--- config.mk ---
export PLATFORM = sky130hd
export DESIGN_NAME = link_ctrl_unit
export DESIGN_NICKNAME = d
export VERILOG_FILES = /design/src/rtl/link_pkg.sv /design/src/rtl/hamming15_codec.sv /design/src/rtl/link_ctrl_unit.sv
export SDC_FILE = /design/constraint.sdc
export NUM_CORES = 1
export LEC_CHECK = 0
export CAP_MARGIN = 20
export CELL_PAD_IN_SITES_DETAIL_PLACEMENT = 0
export CELL_PAD_IN_SITES_GLOBAL_PLACEMENT = 1
export CORE_MARGIN = 1
export CORE_UTILIZATION = 37
export CTS_BUF_LIST = sky130_fd_sc_hd__clkbuf_16
export CTS_CLUSTER_DIAMETER = 30
export DETAILED_ROUTE_END_ITERATION = 6
export PLACE_DENSITY_LB_ADDON = 0.1
export RECOVER_POWER = 50
export REMOVE_ABC_BUFFERS = 1
export SLEW_MARGIN = 20
export SYNTH_ARGS = -nofsm -noshare
export SYNTH_HDL_FRONTEND = slang
export SYNTH_SLANG_ARGS = --single-unit
--- constraint.sdc ---
create_clock -name clock -period 2 [get_ports clock]
set_input_delay 0.4 -clock clock [delete_from_list [all_inputs] [get_ports clock]]
set_output_delay 0.4 -clock clock [all_outputs]
set_load 0.02 [all_outputs]
--- src/rtl/link_pkg.sv ---
// Shared definitions for the optical link controller: packet geometry,
// message/codec op encodings and the Hamming(15,11) syndrome helper.
package link_pkg;

    localparam int MESSAGE_SIZE = 8;
    localparam int PACKET_SIZE  = MESSAGE_SIZE + 3;
    localparam int FRAME_SIZE   = 15;

    typedef enum logic [1:0] {
        MSG_NORMAL   = 2'b00,
        MSG_ACK      = 2'b01,
        MSG_NACK     = 2'b10,
        MSG_EXTENDED = 2'b11
    } msg_type_t;

    typedef enum logic {
        OP_ENCODE = 1'b0,
        OP_DECODE = 1'b1
    } ecc_op_t;

    typedef struct packed {
        logic                    seq;
        msg_type_t               msg_type;
        logic [MESSAGE_SIZE-1:0] message;
    } packet_t;

    // XOR of the 1-based positions of all set bits. On a data-only frame this
    // yields the parity bits; on a received frame it yields the error position.
    function automatic logic [3:0] hamming_syndrome(input logic [FRAME_SIZE-1:0] frame);
        logic [3:0] syn;
        syn = '0;
        for (int i = 0; i < FRAME_SIZE; i++) begin
            if (frame[i]) syn = syn ^ 4'(i + 1);
        end
        return syn;
    endfunction

endpackage

--- src/rtl/hamming15_codec.sv ---
// Hamming(15,11) single-error-correcting codec; one operation per start strobe,
// result registered on the following edge together with a one-cycle irq.
module hamming15_codec
    import link_pkg::*;
(
    input  logic                   clock,
    input  logic                   reset,
    input  logic                   start,
    input  logic                   operation,
    input  logic [PACKET_SIZE-1:0] packet,
    input  logic [FRAME_SIZE-1:0]  codeword,
    output logic [FRAME_SIZE-1:0]  frame,
    output logic [PACKET_SIZE-1:0] data,
    output logic                   irq,
    output logic                   correct
);

    logic [FRAME_SIZE-1:0]  enc_base;
    logic [3:0]             enc_parity;
    logic [FRAME_SIZE-1:0]  enc_frame;
    logic [3:0]             dec_syndrome;
    logic [FRAME_SIZE-1:0]  dec_fixed;
    logic [PACKET_SIZE-1:0] dec_data;

    always_comb begin
        // data bits land on the non-power-of-two positions 3,5,6,7,9..15
        enc_base   = {packet[10:4], 1'b0, packet[3:1], 1'b0, packet[0], 2'b00};
        enc_parity = hamming_syndrome(enc_base);
        enc_frame  = enc_base | {7'b0, enc_parity[3], 3'b0, enc_parity[2],
                                 1'b0, enc_parity[1], enc_parity[0]};

        dec_syndrome = hamming_syndrome(codeword);
        dec_fixed    = codeword;
        if (dec_syndrome != 4'd0)
            dec_fixed = codeword ^ (FRAME_SIZE'(1) << (dec_syndrome - 4'd1));
        dec_data = {dec_fixed[14:8], dec_fixed[6:4], dec_fixed[2]};
    end

    always_ff @(posedge clock) begin
        if (!reset) begin
            frame   <= '0;
            data    <= '0;
            irq     <= 1'b0;
            correct <= 1'b0;
        end else begin
            irq <= start;
            if (start) begin
                if (operation == OP_DECODE) begin
                    data    <= dec_data;
                    correct <= (dec_syndrome == 4'd0);
                end else begin
                    frame <= enc_frame;
                end
            end
        end
    end

endmodule

--- src/rtl/link_ctrl_unit.sv ---
// Link-layer support unit: (N)ACK-first request arbiter, ACK-wait timer and
// Hamming(15,11) codec shared by the TX/RX state machines.
//
// state     | meaning
// ARB_IDLE  | no grant; priority request wins, else normal
// ARB_PRIO  | out_priority held until in_priority drops
// ARB_NORM  | out_normal held until in_normal drops (no preemption)
module link_ctrl_unit
    import link_pkg::*;
#(
    parameter int TIMEOUT_CYCLES = 1000
) (
    input  logic                   clock,
    input  logic                   reset,
    input  logic                   in_priority,
    input  logic                   in_normal,
    output logic                   out_priority,
    output logic                   out_normal,
    input  logic                   timer_restart,
    output logic                   timeout,
    input  logic                   ecc_start,
    input  logic                   ecc_operation,
    input  logic [PACKET_SIZE-1:0] ecc_packet,
    input  logic [FRAME_SIZE-1:0]  ecc_codeword,
    output logic [FRAME_SIZE-1:0]  ecc_frame,
    output logic [PACKET_SIZE-1:0] ecc_data,
    output logic                   ecc_irq,
    output logic                   ecc_correct
);

    localparam logic [1:0] ARB_IDLE = 2'd0;
    localparam logic [1:0] ARB_PRIO = 2'd1;
    localparam logic [1:0] ARB_NORM = 2'd2;

    localparam logic [15:0] TIMER_LAST = 16'(TIMEOUT_CYCLES - 1);

    logic [1:0]  arb_state;
    logic [1:0]  arb_next;
    logic [15:0] timer_count;
    logic        timer_armed;

    always_comb begin
        arb_next = arb_state;
        case (arb_state)
            ARB_IDLE: begin
                if (in_priority)    arb_next = ARB_PRIO;
                else if (in_normal) arb_next = ARB_NORM;
            end
            ARB_PRIO: if (!in_priority) arb_next = ARB_IDLE;
            ARB_NORM: if (!in_normal)   arb_next = ARB_IDLE;
            default:  arb_next = ARB_IDLE;
        endcase
    end

    always_ff @(posedge clock) begin
        if (!reset) arb_state <= ARB_IDLE;
        else        arb_state <= arb_next;
    end

    assign out_priority = (arb_state == ARB_PRIO);
    assign out_normal   = (arb_state == ARB_NORM);

    // count holds the number of cycles since restart was last seen high
    always_ff @(posedge clock) begin
        if (!reset) begin
            timer_count <= '0;
            timer_armed <= 1'b0;
            timeout     <= 1'b0;
        end else if (timer_restart) begin
            timer_count <= '0;
            timer_armed <= 1'b1;
            timeout     <= 1'b0;
        end else if (timer_armed) begin
            if (timer_count == TIMER_LAST) begin
                timer_count <= '0;
                timer_armed <= 1'b0;
                timeout     <= 1'b1;
            end else begin
                timer_count <= timer_count + 16'd1;
                timeout     <= 1'b0;
            end
        end else begin
            timeout <= 1'b0;
        end
    end

    hamming15_codec u_codec (
        .clock     (clock),
        .reset     (reset),
        .start     (ecc_start),
        .operation (ecc_operation),
        .packet    (ecc_packet),
        .codeword  (ecc_codeword),
        .frame     (ecc_frame),
        .data      (ecc_data),
        .irq       (ecc_irq),
        .correct   (ecc_correct)
    );

endmodule

# --- Word-level counts from Yosys, hierarchy flattened ---
# Cells that the tools add are included.
word_totals:
  inputBits: 33
  output_inout_bits: 31
  wordCells: 91
  register_bits: 48
classes:
  n_addsub: 2
  bitwise_logic: 29
  n_eq_ne: 6
  reduce_logical: 8
  shift: 1
  n_mux: 37
op_table:
  columns: ["operator", "n"]
  rows:
  - ["4-bit 2-to-1 mux", 15]
  - ["3-bit NOT", 8]
  - ["3-bit 2-to-1 mux", 7]
  - ["2-bit NOT", 9]
  - ["16-bit by 1-bit adder with 16-bit output, second input constant", 1]
  - ["16-bit by 10-bit == test with 1-bit output, second input constant", 1]
  - ["16-bit 2-to-1 mux", 1]
  - ["15-bit 2-to-1 mux", 1]
  - ["15-bit by 8-bit OR with 15-bit output", 1]
  - ["1-bit by 4-bit left shift with 15-bit output, first input constant", 1]
  - ["15-bit XOR", 1]
  - ["2-bit 2-to-1 mux", 7]
  - ["4-bit NOT", 2]
  - ["2-bit one-hot mux with 3 select lines", 1]
  - ["1-bit 2-to-1 mux", 5]
  - ["4-bit zero test", 1]
  - ["2-bit inequality test, second input constant", 2]
  - ["1-bit NOT with 2-bit output", 2]
  - ["2-bit AND reduction", 2]
  - ["4-bit nonzero test", 1]
  - ["4-bit by 1-bit subtractor with 4-bit output, second input constant", 1]
  - ["3-bit inequality test, second input constant", 1]
  - ["1-bit NOT", 3]
  - ["1-bit NOT, first input constant", 3]
  - ["other kinds (6)", 6]

# --- Longest topological paths before layout ---
# Gate-level depths: netlist of the first run.
logic_depth:
  depth_word: 30
  ltp_mapped: 6
  mapped_depth_nobuf: 6

# --- Modules after synthesis ---
# From an unflattened synthesis of the first run, not the netlist that was laid out.
unflattened:
  hier_cells: 327
  hier_area_um2: 2826.5
by_module_without_submodules:
  columns: ["mod", "area_per_inst_um2", "seq_area_each_um2", "cells_per_inst", "n_inst"]
  rows:
  - ["hamming15_codec", 1923.1, 560.5, 226, 1]
  - ["link_ctrl_unit", 903.4, 400.4, 101, 1]

# --- Worst setup path before layout of the first run ---
# No wires, ideal clock.
synth_path:
  path_kind: "input to register"
  startpoint: "input ecc_codeword[10]"
  endpoint: "register u_codec.data[3]"
  path_buffers: 0
  stages: 5
  arrival_ns: 1.762
  setup_time_ns: 0.062
  required_ns: 1.938
  path_slack_ns: 0.177
  cell_sequence: "xor3_2 xnor2_2 nand3_1 a221o_1 nand3_1"
synth_via:
  elab_chain_cells: 13
  word_cells_on_any_way: 14
  cone_classes: "1 x add/sub; 1 x shift; 6 x mux; 5 x bitwise; 1 x reduce/logical"
synth_rtl:
  columns: ["item", "line", "source"]
  rows:
  - ["start: declaration", "link_ctrl_unit.sv:24", "input logic [FRAME_SIZE-1:0] ecc_codeword,"]
  - ["4-bit 2-to-1 mux *", "link_pkg.sv:33", "if (frame[i]) syn = syn ^ 4'(i + 1);"]
  - ["2-bit NOT (no source line)", null, null]
  - ["4-bit 2-to-1 mux *", "link_pkg.sv:33", null]
  - ["3-bit NOT (no source line)", null, null]
  - ["4-bit 2-to-1 mux *", "link_pkg.sv:33", null]
  - ["3-bit NOT (no source line)", null, null]
  - ["4-bit 2-to-1 mux *", "link_pkg.sv:33", null]
  - ["4-bit NOT (no source line)", null, null]
  - ["4-bit 2-to-1 mux *", "link_pkg.sv:33", null]
  - ["4-bit by 1-bit subtractor with 4-bit output", "hamming15_codec.sv:35", "dec_fixed = codeword ^ (FRAME_SIZE'(1) << (dec_syndrome - 4'd1));"]
  - ["1-bit by 4-bit left shift with 15-bit output", "hamming15_codec.sv:35", null]
  - ["15-bit XOR", "hamming15_codec.sv:35", null]
  - ["15-bit 2-to-1 mux *", "hamming15_codec.sv:34", "if (dec_syndrome != 4'd0)"]
  - ["end signal: assignment", "hamming15_codec.sv:49", "data <= dec_data;"]
  - ["end: declaration", "hamming15_codec.sv:13", "output logic [PACKET_SIZE-1:0] data,"]
# Every way passes the cells marked *; elsewhere a longest branch is shown, timed or not.
# A chain may end at the register's enable or synchronous reset.

# --- Worst setup path after layout of the first run ---
layout_path:
  startpoint: "input ecc_codeword[12]"
  endpoint: "register u_codec.data[5]"
layout_via:
  elab_chain_cells: 9
  word_cells_on_any_way: 10
  cone_classes: "1 x add/sub; 1 x shift; 4 x mux; 3 x bitwise; 1 x reduce/logical"
layout_rtl:
  columns: ["item", "line"]
  rows:
  - ["4-bit 2-to-1 mux *", "link_pkg.sv:33"]
  - ["3-bit NOT (no source line)", null]
  - ["4-bit 2-to-1 mux *", "link_pkg.sv:33"]
  - ["4-bit NOT (no source line)", null]
  - ["4-bit 2-to-1 mux *", "link_pkg.sv:33"]
  - ["4-bit by 1-bit subtractor with 4-bit output", "hamming15_codec.sv:35"]
  - ["1-bit by 4-bit left shift with 15-bit output", "hamming15_codec.sv:35"]
  - ["15-bit XOR", "hamming15_codec.sv:35"]
  - ["15-bit 2-to-1 mux *", "hamming15_codec.sv:34"]
# Marks and branches as above.

==> results of run 1 <==
-- flip-flops by register name, indices dropped and copies added, names as in the netlist --
signal,cells
timer_count,16
u_codec.frame,15
u_codec.data,11
arb_state,2
timeout,1
timer_armed,1
u_codec.correct,1
u_codec.irq,1
-- metrics by stage --
step | util [%] | TNS, ns
6_report | 58.91 | 0
5_1_grt | 58.91 | -0.08341
4_1_cts | 56.62 | -0.06049
3_5_place_dp | 53.80 | -5.095
3_3_place_gp | 53.80 | -4.857
2_1_floorplan | - | 0
-- layout make-up --
class,instances,area share [%]
well taps,99,2.853
clock inverters,3,0.3458
inverters,1,0.08646
repair buffers,113,24.18
flip-flops and latches,48,22.13
clock buffers,5,2.882
multi-input cells,278,47.52
-- path summary, 6_finish.rpt --
kind | from | to | slack, ns | depth (start not counted)
max | ecc_codeword[12] | u_codec.data[5] | 0.06 | 8
min | arb_state[0] | arb_state[1] | 0.44 | 1
max reg2reg | timer_count[10] | timer_count[9] | 0.11 | 5
min reg2reg | arb_state[0] | arb_state[1] | 0.44 | 1
-- cell usage in the layout, fill, tap and decap left out, types with 5 or more instances in the layout --
cell type,instances
clkdlybuf4s50_1,55
dfxtp_1,48
buf_4,45
nand2_1,43
nand3_1,31
and3_1,26
xnor2_1,23
nor2_1,19
xor2_1,14
a21boi_0,13
a31oi_1,12
nor3_1,9
nand3_2,8
xnor2_2,7
a221o_1,7
nor2b_1,6
nand3b_1,6
xnor2_4,5
and2_1,5
clkbuf_16,5
-- cell families after synthesis --
kind of cell	share of synthesized area, %
and+or+nand+nor	31.12
DFF	33.57
xor gates and xnor gates	20.19
AOI/OAI and AO/OA	12.81
adders and majority gates	0.4370
buffers and inverters	1.879
-- worst reg2reg max path, stage by stage (launching register included) --
cell and delay, ns:
dfxtp_1 0.34, or4_1 0.54, nor4_2 0.38, a31oi_2 0.23
or3b_2 0.24, a31oi_1 0.06
-- cell usage after synthesis (2+ instances only) --
master / count / share of area [%]
a21boi_0: 13 / 3.4
a221o_1: 7 / 2.4
a31oi_1: 13 / 2.8
and2_1: 5 / 1.1
and3_1: 26 / 5.7
clkbuf_1: 12 / 1.6
dfxtp_1: 48 / 34
nand2_1: 43 / 5.6
nand2b_1: 3 / 0.66
nand3_1: 39 / 6.8
nand3b_1: 6 / 1.6
nand4_1: 4 / 0.87
nor2_1: 19 / 2.5
nor2b_1: 6 / 1.3
nor3_1: 10 / 1.7
nor3b_1: 4 / 1.0
nor4_1: 2 / 0.44
o21ai_0: 4 / 0.70
o221ai_1: 4 / 1.2
or3b_2: 2 / 0.61
xnor2_1: 31 / 9.5
xnor2_2: 4 / 2.3
xor2_1: 17 / 5.2
-- layer usage --
| metal | wire [um] | up-vias | global-route usage (%) |
|---|---|---|---|
| met2 | 3806 | 64 | 34.94 |
| met5 | 0 | - | 0 |
| met1 | 3318 | 1308 | 23.77 |
| met3 | 289 | 8 | 3.638 |
| li1 | - | 1425 | - |
| met4 | 114 | 0 | 5.511 |
-- repair_timing --
action | in CTS | in global routing
buffers inserted | 0 | 2
resized for setup | 14 | 30
hold endpoints to repair | 0 | 0
pin swaps | 4 | 9
setup endpoints to repair | 12 | 17
-- power breakdown --
part / total [mW] / internal (mW) / switching (mW)
registers: 1.04 / 1.01 / 0.0283
clock network: 0.805 / 0.455 / 0.350
logic: 1.09 / 0.544 / 0.548
==> flow_metrics.py, run 1 <==
metrics = {
    "setup_path": {
        "cpMostUsedCell": "buf_4",
        "crit_path_top_delay_cell": "clkdlybuf4s50_1",
        "setup.worst_path.start_class": "input port",
        "path_max_fanout": 7,
        "crit_buf_inv": 3,
        "cpLargestDelayFamily": "buffers and inverters",
        "slowest_delay_ns": 0.45,
        "required_ns": 2.23,
        "path_cells": "clkdlybuf4s50_1, xnor2_2, xor2_1, buf_4, nand3_2, buf_4, a221o_1, nand3_1",
        "cp_data_arrival_time_ns": 2.17,
        "worstSetupPathType": "input port to flop",
        "cp-end-kind": "flop",
    },
    "floorplanning": {
        "die_width_um": 89.96,
        "ios": 64,
        "start_util_pct": 38.85,
        "core.rowCount": 31,
        "die_area_sq_um": 8093,
        "dieHeight_um": 89.96,
        "core_sq_um": 7370,
    },
    "place": {
        "io_buffers": 63,
        "post-place-ws_ns": -0.5093,
        "place_inst": 537,
        "place_congestion": 0.8659,
        "placedInstanceArea_sq_um": 3965,
        "hpwlAfterDp_um": 5574,
    },
    "cells_and_area": {
        "fin_nets": 481,
        "syn2layout_area_growth_pct": 51.66,
        "multi_input_area_sq_um": 2063,
        "final_cell_area_sq_um": 4342,
        "drive_gt1_share_pct": 21.21,
        "finalNonFillerCells": 547,
        "fillers": 691,
        "seqCellArea_sq_um": 960.9,
        "diodes": 0,
    },
    "sta": {
        "setup_viol": 0,
        "hold_violations": 0,
        "fin_worst_skew_ns": 0.006266,
        "timing.fmax_mhz": 514.7,
        "period_minus_slack_ns": 1.943,
        "tightestPinTransition_ns": 0.4539,
        "slew-limit-headroom_pct": 69.74,
        "drv_slew": 0,
        "setup_slack_ns": 0.05697,
        "min_period_over_period_pct": 97.15,
        "whs_ns": 0.4365,
        "rsz0062_at_grt": "yes",
    },
    "clocking": {
        "cts_buffers": 5,
        "ctsHoldBuffers": 0,
        "clock-root-buffer": "clkbuf_16",
        "clock-sinks": 48,
        "clock_latency_ns": 0.29,
        "cts_tree": "yes",
        "cts_max_path_buffers": 2,
        "cts.clk_slew.worst_paths_ns": 0.06,
        "htreeDepth": 2,
    },
    "power_and_ir_drop": {
        "leakage_nw": 1.696,
        "power_density_nw_per_um2": 675.8,
        "ir_drop_mv": 0.3640,
        "finalPower_mw": 2.934,
    },
    "route": {
        "firstDrtPassIters": 6,
        "routed_via_density": 5.128,
        "routed_wl_um": 7529,
        "vias": 2805,
        "drc_errors": 0,
        "drtIter0Drc": 90,
        "drtAntennaViolNets": 0,
        "wire_per_inst_um": 13.76,
    },
    "logic_synthesis": {
        "ys.flop_type": "dfxtp_1",
        "synth_area_per_cell_sq_um": 8.420,
        "synth_area_sq_um": 2863,
        "synth_edf_count": 0,
        "ys_async_sr_fraction_pct": 0,
        "synth_cells": 340,
        "yosys_warnings": 0,
        "seq_area_frac_synth_pct": 33.57,
        "synth_cell_type_count": 41,
        "ys_ff_latch": 48,
    },
    "job": {
        "cap_violations": 0,
    },
    "global_route": {
        "antenna_found_initial": 0,
        "grt_usage_pct": 19.50,
        "grt_pass1_wl_um": 12740,
        "grt_remaining_overflow": 0,
        "grt_max_degree": 53,
        "grt_pass1_vias": 2696,
    },
    "status": {
        "status": "finished, final reports clean",
    },
    "hold_path": {
        "hold_path_class": "flop to flop",
    },
}
No activity file was read; power rests on OpenSTA's default activity.
==> run 2, diff against run 1 <==
==> constraint.sdc (replaced) <==
create_clock -name clock -period 1.9 [get_ports clock]
set_input_delay 0.38 -clock clock [delete_from_list [all_inputs] [get_ports clock]]
set_output_delay 0.38 -clock clock [all_outputs]
set_load 0.02 [all_outputs]
==> flow_metrics.py, run 2 (synthesis gave the netlist of run 1 again) <==
metrics = {
    "sta": {
        "rsz0062_at_grt": "yes",
        "fin_worst_skew_ns": 0.003462,
        "setup_viol": 0,
        "hold_violations": 0,
        "tightestPinTransition_ns": 0.4309,
        "min_period_over_period_pct": 97.12,
        "timing.fmax_mhz": 541.9,
        "drv_slew": 0,
        "period_minus_slack_ns": 1.845,
        "slew-limit-headroom_pct": 71.27,
    },
    "clocking": {
        "cts_max_path_buffers": 2,
        "htreeDepth": 2,
        "clock-root-buffer": "clkbuf_16",
        "clock-sinks": 48,
        "clock_latency_ns": 0.28,
        "cts_buffers": 5,
        "ctsHoldBuffers": 0,
        "cts.clk_slew.worst_paths_ns": 0.07,
        "cts_tree": "yes",
    },
    "route": {
        "drc_errors": 0,
        "routed_via_density": 5.057,
        "firstDrtPassIters": 4,
        "routed_wl_um": 7919,
        "wire_per_inst_um": 14.07,
        "drtAntennaViolNets": 0,
        "vias": 2847,
        "drtIter0Drc": 73,
    },
    "status": {
        "status": "finished, final reports clean",
    },
    "cells_and_area": {
        "fin_nets": 497,
        "diodes": 0,
        "final_cell_area_sq_um": 4554,
        "final_common_cell": "buf_4",
        "largest_reg_flops": 16,
        "syn2layout_area_growth_pct": 59.09,
        "regMostFlops": "timer_count",
        "fillers": 621,
        "drive_gt1_share_pct": 25.65,
        "reg_top3": "timer_count: 16 flops, u_codec.frame: 15 flops, u_codec.data: 11 flops",
        "mostFrequentLayoutCells": "53 x buf_4, 48 x dfxtp_1, 43 x nand2_1",
    },
    "setup_path": {
        "required_ns": 2.12,
        "worstSetupPathType": "input port to flop",
        "cp_data_arrival_time_ns": 2.07,
        "regToRegSetupSlack_ns": 0.08,
        "setup.worst_path.start_class": "input port",
        "cp-end-kind": "flop",
        "path_max_fanout": 4,
    },
    "global_route": {
        "grtUsageMet3_pct": 3.723,
        "grt_pass1_wl_um": 13110,
        "antenna_found_initial": 0,
        "grt_busiest_layer": "met2",
        "grt_util_met1_pct": 23.24,
        "grt_remaining_overflow": 0,
        "grt_usage_pct": 19.96,
        "grt_use_met2_pct": 35.83,
        "grt_pass1_vias": 2864,
        "grt_max_degree": 53,
    },
    "floorplanning": {
        "die_area_sq_um": 8093,
        "ios": 64,
        "dieHeight_um": 89.96,
        "start_util_pct": 38.85,
        "die_width_um": 89.96,
        "core_sq_um": 7370,
        "core.rowCount": 31,
    },
    "place": {
        "io_buffers": 63,
        "hpwlAfterDp_um": 5584,
        "placedInstanceArea_sq_um": 4048,
        "place_congestion": 0.8206,
    },
    "power_and_ir_drop": {
        "power_density_nw_per_um2": 732.3,
        "finalPower_mw": 3.335,
        "leakage_nw": 1.847,
        "ir_drop_mv": 0.3839,
    },
    "job": {
        "cap_violations": 0,
    },
    "hold_path": {
        "hold_path_class": "flop to flop",
    },
}
run 2: layout make-up:
class | count | area (sq um) | share of cell area, %
repair buffers | 129 | 1167 | 25.63
well taps | 99 | 123.9 | 2.720
clock buffers | 5 | 125.1 | 2.747
multi-input cells | 278 | 2131 | 46.79
inverters | 1 | 3.754 | 0.08242
clock inverters | 3 | 42.54 | 0.9341
flip-flops and latches | 48 | 960.9 | 21.10
run 2: power breakdown:
group          total (mW)  leakage (nW)  switching (mW)  internal, mW
sequential           1.09         0.392          0.0280          1.06
clock                1.01        0.0814           0.391         0.619
combinational        1.23          1.37           0.624         0.611
run 2: worst max-delay path, cell delays in order:
cell and delay (ns):
dlygate4sd2_1 0.22, xnor3_2 0.54, xnor2_4 0.26, buf_6 0.15, nand3_1 0.11, a221o_1 0.34
nand3_1 0.07
run 2: repair_timing:
| item | CTS | global route |
|---|---|---|
| setup endpoints to repair | 13 | 25 |
| resized for setup | 47 | 21 |
| hold endpoints to repair | 0 | 0 |
| pin swaps | 16 | 13 |
| setup buffers | 3 | 4 |
run 2: per-layer routing:
metal	up-vias	wire length, um
li1	1452	-
met1	1316	3369
met2	69	4108
met3	10	284
met4	0	157
met5	-	0
run 2: per-stage QoR:
step	cells	hold WS (ns)	util, %	TNS [ns]	setup slack, ns
4_1_cts	559	0.4492	60.41	0	0.0006555
2_1_floorplan	327	0.4121	-	0	0.09677
3_5_place_dp	548	0.4392	54.92	-6.079	-0.6007
5_1_grt	563	0.4882	61.80	-0.07265	-0.03612
3_3_place_gp	548	0.4306	54.92	-5.812	-0.5728
6_report	563	0.4442	61.80	0	0.05467
run 2: final timing paths:
path,startpoint,end,cells past startpoint
setup / recovery,ecc_codeword[5],u_codec.data[6],7
hold / removal,arb_state[0],arb_state[1],1
setup reg to reg,timer_count[9],timer_count[9],6
hold reg to reg,arb_state[0],arb_state[1],1
